`src/rtl/seg7_capture_if.sv`:
```
// Output handshake bundle for seg7_capture: assembled word, error flag, valid/ready.
// overrun_out exists only when SEG7_CAP_OVERRUN_EN is defined.
interface seg7_capture_if #(
  parameter int NUM_DIGITS = 4
);
  logic                    out_valid;
  logic                    out_ready;
  logic [4*NUM_DIGITS-1:0] value_out;
  logic                    err_out;
`ifdef SEG7_CAP_OVERRUN_EN
  logic                    overrun_out;

  modport master (output out_valid, output value_out, output err_out, output overrun_out,
                  input out_ready);
  modport slave  (input out_valid, input value_out, input err_out, input overrun_out,
                  output out_ready);
`else
  modport master (output out_valid, output value_out, output err_out, input out_ready);
  modport slave  (input out_valid, input value_out, input err_out, output out_ready);
`endif
endinterface

```
`src/rtl/seg7_capture.sv`:
```
// Captures a multiplexed active-low 7-seg bus into a hex word; 2+STABLE_CYCLES clocks pins->capture.
// Word held with out_valid until out_ready; optional SEG7_CAP_OVERRUN_EN flags captures dropped meanwhile.
module seg7_capture #(
  parameter int NUM_DIGITS    = 4,
  parameter int STABLE_CYCLES = 8
) (
  input  logic                  clk,
  input  logic                  rst_n,
  input  logic [6:0]            seg_in,
  input  logic [NUM_DIGITS-1:0] dig_sel,
  seg7_capture_if.master        out_if
);

  localparam logic [7:0] STABLE = 8'(STABLE_CYCLES);

  typedef enum logic {COLLECT, PRESENT} state_t;

  state_t                       state, state_nxt;
  logic [6:0]                   seg_s1, seg_s2, seg_p;
  logic [NUM_DIGITS-1:0]        sel_s1, sel_s2, sel_p;
  logic [7:0]                   cnt, cnt_nxt;
  logic [NUM_DIGITS-1:0]        seen, seen_cap, bad, bad_cap;
  logic [NUM_DIGITS-1:0][3:0]   nib, nib_cap;
  logic [4*NUM_DIGITS-1:0]      val_q;
  logic                         vld_q, err_q;
  logic                         same, cap, ill, go, hs;
  logic [3:0]                   dnib;

  // Returns {illegal, nibble}; table is active-low in g..a bit order.
  function automatic logic [4:0] decode(input logic [6:0] s);
    case (s)
      7'b1000000: decode = 5'h00;
      7'b1111001: decode = 5'h01;
      7'b0100100: decode = 5'h02;
      7'b0110000: decode = 5'h03;
      7'b0011001: decode = 5'h04;
      7'b0010010: decode = 5'h05;
      7'b0000010: decode = 5'h06;
      7'b1111000: decode = 5'h07;
      7'b0000000: decode = 5'h08;
      7'b0010000: decode = 5'h09;
      7'b0001000: decode = 5'h0A;
      7'b0000011: decode = 5'h0B;
      7'b1000110: decode = 5'h0C;
      7'b0100001: decode = 5'h0D;
      7'b0000110: decode = 5'h0E;
      7'b0001110: decode = 5'h0F;
      default:    decode = 5'h10;
    endcase
  endfunction

  assign same    = (seg_s2 == seg_p) && (sel_s2 == sel_p);
  assign cnt_nxt = !same ? 8'd1 : ((cnt == STABLE) ? cnt : cnt + 8'd1);
  // Fires only on the step into saturation, so a held pattern captures once.
  assign cap     = same && (cnt == STABLE - 8'd1) && $onehot(sel_s2);
  assign {ill, dnib} = decode(seg_s2);

  always_comb begin
    state_nxt = state;
    seen_cap  = seen;
    bad_cap   = bad;
    nib_cap   = nib;
    go        = 1'b0;
    hs        = 1'b0;
    case (state)
      COLLECT: begin
        if (cap) begin
          for (int i = 0; i < NUM_DIGITS; i++) begin
            if (sel_s2[i]) begin
              seen_cap[i] = 1'b1;
              bad_cap[i]  = ill;
              nib_cap[i]  = dnib;
            end
          end
        end
        if (&seen_cap) begin
          state_nxt = PRESENT;
          go        = 1'b1;
        end
      end
      PRESENT: begin
        if (vld_q && out_if.out_ready) begin
          state_nxt = COLLECT;
          hs        = 1'b1;
        end
      end
      default: state_nxt = COLLECT;
    endcase
  end

  always_ff @(posedge clk or negedge rst_n) begin
    if (!rst_n) begin
      seg_s1 <= 7'h7F;
      seg_s2 <= 7'h7F;
      seg_p  <= 7'h7F;
      sel_s1 <= '0;
      sel_s2 <= '0;
      sel_p  <= '0;
      cnt    <= '0;
      state  <= COLLECT;
      seen   <= '0;
      bad    <= '0;
      nib    <= '0;
      val_q  <= '0;
      vld_q  <= 1'b0;
      err_q  <= 1'b0;
    end else begin
      seg_s1 <= seg_in;
      seg_s2 <= seg_s1;
      seg_p  <= seg_s2;
      sel_s1 <= dig_sel;
      sel_s2 <= sel_s1;
      sel_p  <= sel_s2;
      cnt    <= cnt_nxt;
      state  <= state_nxt;
      nib    <= nib_cap;
      seen   <= hs ? '0 : seen_cap;
      bad    <= hs ? '0 : bad_cap;
      if (go) begin
        val_q <= nib_cap;
        err_q <= |bad_cap;
        vld_q <= 1'b1;
      end else if (hs) begin
        vld_q <= 1'b0;
      end
    end
  end

  assign out_if.out_valid = vld_q;
  assign out_if.value_out = val_q;
  assign out_if.err_out   = err_q;

`ifdef SEG7_CAP_OVERRUN_EN
  logic overrun;

  // Set wins over the handshake clear so a coincident capture is not lost.
  always_ff @(posedge clk or negedge rst_n) begin
    if (!rst_n)                         overrun <= 1'b0;
    else if (state == PRESENT && cap)   overrun <= 1'b1;
    else if (hs)                        overrun <= 1'b0;
  end

  assign out_if.overrun_out = overrun;
`endif

endmodule
```
`src/flat_wrapper.sv`:
```
// flat-port wrapper written by rule: the top's interface ports become plain ports
module seg7_capture_flat 
#(
  parameter int NUM_DIGITS    = 4,
  parameter int STABLE_CYCLES = 8
)
  (clk, rst_n, seg_in, dig_sel, out_if_out_valid, out_if_value_out, out_if_err_out, out_if_out_ready);
  seg7_capture_if #(.NUM_DIGITS(NUM_DIGITS)) out_if_i ();
  input  logic clk;
  input  logic rst_n;
  input  logic [6:0] seg_in;
  input  logic [NUM_DIGITS-1:0] dig_sel;
  output wire logic [$bits(out_if_i.out_valid)-1:0] out_if_out_valid;
  output wire logic [$bits(out_if_i.value_out)-1:0] out_if_value_out;
  output wire logic [$bits(out_if_i.err_out)-1:0] out_if_err_out;
  input wire logic [$bits(out_if_i.out_ready)-1:0] out_if_out_ready;
  assign out_if_out_valid = out_if_i.out_valid;
  assign out_if_value_out = out_if_i.value_out;
  assign out_if_err_out = out_if_i.err_out;
  assign out_if_i.out_ready = out_if_out_ready;
  seg7_capture #(.NUM_DIGITS(NUM_DIGITS), .STABLE_CYCLES(STABLE_CYCLES)) u_core (.clk(clk), .rst_n(rst_n), .seg_in(seg_in), .dig_sel(dig_sel), .out_if(out_if_i));
endmodule
```
`config.mk`:
```
export PLATFORM = sky130hd
export DESIGN_NAME = seg7_capture_flat
export DESIGN_NICKNAME = d
export VERILOG_FILES = /design/src/rtl/seg7_capture_if.sv /design/src/rtl/seg7_capture.sv /design/src/flat_wrapper.sv
export SDC_FILE = /design/constraint.sdc
export NUM_CORES = 1
export LEC_CHECK = 0
export CELL_PAD_IN_SITES_DETAIL_PLACEMENT = 1
export CELL_PAD_IN_SITES_GLOBAL_PLACEMENT = 1
export CORE_UTILIZATION = 32
export CTS_BUF_LIST = sky130_fd_sc_hd__clkbuf_16
export DETAILED_ROUTE_END_ITERATION = 6
export PLACE_DENSITY_LB_ADDON = 0.1
export REMOVE_ABC_BUFFERS = 1
export SLEW_MARGIN = 20
export SYNTH_ARGS = -nofsm -noshare
export SYNTH_HDL_FRONTEND = slang
export SYNTH_SLANG_ARGS = --single-unit
```
`constraint.sdc`:
```
create_clock -name clk -period 4.2 [get_ports clk]
set_input_delay 1.05 -clock clk [delete_from_list [all_inputs] [get_ports clk]]
set_output_delay 1.05 -clock clk [all_outputs]
set_load 0.1 [all_outputs]
```
# Word level (Yosys, flattened, before mapping)
# Index checks and enable logic that the tools add are counted.
[word_totals] latchBits=0 output_inout_bits=18 mem_bits_ro=0 mem_count=0 register_bits=84 word_cells=84 ramBits=0
[classes] bitwise=1 n_reduce_logical=8 n_addsub=4 shifts=0 magnitude_cmp=0 n_div=0 n_mul=0 muxes=32 eq_ne=22
[ops] cell="5-bit case mux with 16 select lines" n=1
[ops] cell="4-bit two-way mux" n=11
[ops] cell="16-bit two-way mux" n=2
[ops] cell="7-bit equality test (second input constant)" n=4
[ops] cell="7-bit by 5-bit equality test with 1-bit output (second input constant)" n=3
[ops] cell="7-bit by 6-bit equality test with 1-bit output (second input constant)" n=3
[ops] cell="8-bit two-way mux" n=2
[ops] cell="1-bit two-way mux" n=15
[ops] cell="7-bit by 2-bit equality test with 1-bit output (second input constant)" n=2
[ops] cell="7-bit by 4-bit equality test with 1-bit output (second input constant)" n=2
[ops] cell="8-bit by 1-bit adder with 8-bit output (second input constant)" n=1
[ops] cell="8-bit by 3-bit equality test with 1-bit output (second input constant)" n=1
[ops] cell="8-bit by 4-bit equality test with 1-bit output (second input constant)" n=1
[ops] cell="7-bit by 3-bit equality test with 1-bit output (second input constant)" n=1
[ops] cell="7-bit equality test" n=1
[ops] cell="7-bit logical NOT" n=1
[ops] cell="1-bit by 1-bit adder with 2-bit output" n=2
[ops] cell="4-bit equality test" n=1
[ops] cell="1-bit logical AND" n=4
[ops] cell="2-bit != test (second input constant)" n=2
[ops] cell="4-bit AND reduction" n=1
[ops] cell="4-bit OR reduction" n=1
[ops] cell="3-bit adder" n=1
[ops] cell="3-bit by 1-bit equality test with 1-bit output (second input constant)" n=1
[ops] cell="other kinds (3)" n=3

# Depth between registers and ports, before layout
[depth] ltp_word=10 mapped_depth=12 ltp_nobuf=10

# Least setup slack after synthesis
# Ideal clock, no wire load.
[synth_timing] path_kind="register to register" start="reg u_core.sel_s2[2]" end="reg u_core.val_q[12] (netlist: u_core.out_if.value_out[12])" path_buffers=2 setup_ns=0.125 t_arrival_ns=3.171 stages_incl_launch_ff=11 path_slack_ns=0.903 path_cell_list="dfrtp_1 -> ha_1 -> ha_1 -> fa_1 -> nand4b_1 -> or3_1 -> buf_6 -> or4_4 -> buf_6 -> mux2_4 -> mux2_4"
[synth_lines] item="start, declared" line_no="seg7_capture.sv:20" rtl="logic [NUM_DIGITS-1:0] sel_s1, sel_s2, sel_p;"
[synth_lines] item="start signal, assigned" line_no="seg7_capture.sv:112" rtl="sel_s2 <= sel_s1;"
[synth_lines] item="end signal, assigned" line_no="seg7_capture.sv:120" rtl="val_q <= nib_cap;"
[synth_lines] item="end, declared" line_no="seg7_capture.sv:24" rtl="logic [4*NUM_DIGITS-1:0] val_q;"

# Final worst setup path
[layout_timing] start="reg u_core.sel_s2[2]" end="reg u_core.val_q[6] (netlist: u_core.out_if.value_out[6])"
[layout_via] elab_chain_cells=9 elab_cells_between_ends=15
[layout_lines] item="1-bit by 1-bit adder with 2-bit output (implied by the code) / 4-bit equality test (equally long branches)" line_no="seg7_capture.sv:55, seg7_capture.sv:52"
[layout_lines] item="3-bit adder (implied by the code) / 1-bit logical AND (equally long branches)" line_no="seg7_capture.sv:55, seg7_capture.sv:52"
[layout_lines] item="3-bit by 1-bit equality test with 1-bit output / 1-bit logical AND (equally long branches)" line_no="seg7_capture.sv:55" rtl="assign cap = same && (cnt == STABLE - 8'd1) && $onehot(sel_s2);"
[layout_lines] item="1-bit logical AND" line_no="seg7_capture.sv:55"
[layout_lines] item="4-bit two-way mux" line_no="seg7_capture.sv:67" rtl="if (cap) begin"
[layout_lines] item="4-bit two-way mux" line_no="seg7_capture.sv:65" rtl="case (state)"
[layout_lines] item="4-bit AND reduction" line_no="seg7_capture.sv:76" rtl="if (&seen_cap) begin"
[layout_lines] item="1-bit two-way mux" line_no="seg7_capture.sv:76"
[layout_lines] item="1-bit two-way mux" line_no="seg7_capture.sv:65"
# Several ways; a longest one is shown, not always the timed one. The select of a mux whose other input is x is not followed.
# A chain may end at the register's enable or synchronous reset.

==> qor.csv <==
stage,metric,value,unit
synth,Avg Inst Size Synth,12.74,µm²
drt,metal2 WL,3356,µm
die,die width,108.9,µm
die,core region area,0.01098,mm²
synth,predominant post-synthesis flop cell,dfrtp_1,
worst_setup_path,worst r2r path cells,10,
placement,pre-CTS WS,0.7203,ns
worst_setup_path,critical path class,flip-flop to flip-flop,
timing,final period utilization,0.8283,
worst_setup_path,worst-path cell chain,"ha_1, ha_1, fa_1, nand4b_1, or3_1, o31ai_1, o21ai_1, a211o_1, buf_4, mux2_1",
cts,CTS Buf Count,9,
worst_setup_path,CP arrival,3.70,ns
timing,Worst Max-Slew Pin Slew,0.9751,ns
finish,multi-input logic area,0.001383,mm²
drt,Detail Route Antenna Nets,0,
cts,H-tree lvl count,3,
drt,Vias,2198,
timing,Setup WS post-layout,0.7210,ns
finish,"Area growth, synth to finish",18.88,%
finish,Storage cell area,0.002128,mm²
die,IO Count,32,
cts,clk slew on worst S/H paths,0.07,ns
drt,Met3 Routed Length,222,µm
worst_setup_path,Worst path most repeated cell,ha_1,
timing,Setup TNS Final,0,ns
die,Die Span Y,108.9,µm
cts,clock root buffer,clkbuf_16,
power,Pwr Density,434.9,mW/mm²
worst_setup_path,WP buf/inv,1,
worst_setup_path,CP endpoint kind,flip-flop,
grt,vias in the first global route,2367,
drt,final WL,7315,µm
timing,f_max,287.4,MHz
timing,RSZ-0062 raised after global routing,false,
drt,DRC,0,
worst_setup_path,Crit Reg-Reg Endpoint,u_core.out_if.value_out[6],
worst_setup_path,Crit-path slowest cell,or3_1,
finish,share of layout cells above drive strength 1,0.2274,
timing,Setup-failing EPs final,0,
worst_setup_path,Crit path largest cell delay,0.55,ns
power,peak supply drop,0.0002371,V
placement,Port Buffer Count,31,
drt,WL met1,3599,µm
drt,Detailed Route Iter0 Violations,70,
worst_setup_path,Crit. Startpoint,u_core.sel_s2[2],
worst_hold_path,hold path cells,0,
power,LEAKAGE,1.981,nW
timing,Final Max Tran Viols,0,
drt,TritonRoute pass-1 iters,4,
cts,post-cts resize count,0,
placement,GPL Wtd Cong,0.7334,
cts,CTS Buffer Depth,2,
job,Max-Cap Viols,0,
worst_setup_path,CP max FO,19,
die,Die Footprint,0.01186,mm²
cts,Clock Latency Late Sink,0.34,ns
grt,largest net degree at the start of global routing,69,
synth,Syn. warnings,0,
synth,cells after synthesis,287,
worst_setup_path,cell family with most CP delay,adder cells,
timing,normalized max-slew margin,0.3479,
timing,Min Hold Slack,0.3513,ns
finish,most frequent cells in the layout,"dfrtp_1 (63), clkdlybuf4s50_1 (30), dfstp_2 (21)",
synth,Post-synth ARST share,1.000,
die,row count,38,
worst_setup_path,reg2reg start,u_core.sel_s2[2],
finish,"most common cell after layout, fill and taps aside",dfrtp_1,
die,Starting Density,0.3330,
finish,Antenna Cells,0,
timing,Final Hold Viols,0,
placement,Post-DP HPWL,4822,µm
synth,post-synth design cell area,0.003657,mm²
grt,antenna violations before repair,0,
cts,Post-CTS Hold Buffers,0,
worst_setup_path,CP Launch Type,flip-flop,
timing,Tmin final,3.479,ns
grt,GRT Total Usage,0.1439,
worst_setup_path,crit path to,u_core.out_if.value_out[6],
worst_setup_path,Worst path depth,10,
worst_setup_path,data required time of the worst path,4.43,ns
synth,number of synthesized flops with an enable pin,0,
grt,global-route congestion overflow total,0,
synth,Synth cell types,47,
timing,final clock skew,0.009290,ns
finish,post-route core utilization,0.3959,
finish,Layout Nets,336,
worst_hold_path,worst hold path class,flip-flop to flip-flop,
cts,CTS tree,built,
drt,top sig layer,met4,
synth,"Seq/Total Area, Yosys",0.5819,
cts,post-CTS setup buffers,0,
drt,Via density,4.768,
run_status,outcome,"complete, no violations",
finish,number of fill cells in the layout,1144,
synth,#FFs+latches synth,84,
cts,Sink Count,84,
worst_setup_path,Reg2Reg Setup Slack,0.72,ns
power,total power,1.891,mW
grt,global-route wire length before repair,12720,µm
drt,average wire per standard cell,15.87,µm
## area by class of cell
class	count	area share
clock inverter	7	0.01324
timing repair buffer	35	0.07770
clock buffer	9	0.05180
multi-input combinational	175	0.3180
inverter	11	0.009496
tap	140	0.04029
sequential	84	0.4895
## kinds of logic (layout without fill, tap and decap cells)
family / count (synthesis) / in the layout / synth area share
AO/OA/AOI/OAI: 23 / 23 / 0.04003
XOR/XNOR: 19 / 19 / 0.04550
adder cells (fa/ha/maj): 6 / 6 / 0.02258
buffers and inverters: 28 / 62 / 0.04002
flip-flops: 84 / 84 / 0.5819
multiplexers: 39 / 39 / 0.1331
AND/OR/NAND/NOR: 88 / 88 / 0.1368
## cells in the mapped netlist (2+ instances only)
library cell,n,area [µm²]
or2_2,2,12.51
nand2b_1,5,31.28
a22oi_1,2,15.01
nor3_1,10,50.05
o21ai_0,3,15.01
nor2_1,16,60.06
clkbuf_1,9,33.78
nor4_1,5,31.28
mux2_1,8,90.09
mux2_2,9,101.4
nand2_1,18,67.56
and4b_1,2,20.02
inv_1,11,41.29
or3_1,4,25.02
mux2i_1,7,70.07
nand3_1,7,35.03
mux2_4,15,225.2
nand4_1,5,31.28
a21oi_1,9,45.04
buf_6,5,56.30
ha_1,5,62.56
dfstp_2,21,551.8
dfrtp_1,63,1577
buf_2,3,15.01
xor2_1,15,131.4
nor2b_1,2,12.51
xnor2_1,4,35.03
or4_4,3,33.78
## where the power goes
group | switching [mW] | leakage [nW] | internal [mW]
Combinational | 0.138 | 0.785 | 0.0758
Clock | 0.347 | 0.136 | 0.410
Sequential | 0.0484 | 1.06 | 0.872
## metrics by stage
stage,instances,area (µm²)
after global placement,445,4065
after global routing,461,4348
after CTS,461,4348
after floorplan,270,3552
final,461,4348
after detailed placement,445,4065
## worst min-delay path by stage
stage / from / to / slack [ns]
after floorplan: u_core.sel_s1[0] / u_core.sel_s2[0] / 0.33
after CTS: u_core.sel_s1[1] / u_core.sel_s2[1] / 0.36
after global placement: u_core.sel_s1[1] / u_core.sel_s2[1] / 0.33
final: u_core.sel_s1[1] / u_core.sel_s2[1] / 0.35
after detailed placement: u_core.sel_s1[1] / u_core.sel_s2[1] / 0.34
after global routing: u_core.seg_s1[4] / u_core.seg_s2[4] / 0.36
## metal layers
| layer | global-route usage | up-vias |
|---|---|---|
| li1 | - | 1048 |
| met1 | 0.1936 | 1110 |
| met2 | 0.2161 | 29 |
| met3 | 0.03885 | 11 |
| met4 | 0.06371 | 0 |
| met5 | 0 | - |
## sequential cells by signal, indices dropped and copies added (netlist names)
| register | count |
|---|---|
| u_core.bad | 4 |
| u_core.cnt | 8 |
| u_core.nib | 16 |
| u_core.out_if.err_out | 1 |
| u_core.out_if.out_valid | 1 |
| u_core.out_if.value_out | 16 |
| u_core.seen | 4 |
| u_core.seg_p | 7 |
| u_core.seg_s1 | 7 |
| u_core.seg_s2 | 7 |
| u_core.sel_p | 4 |
| u_core.sel_s1 | 4 |
| u_core.sel_s2 | 4 |
| u_core.state | 1 |
No activity file was read; power rests on OpenSTA's default activity.
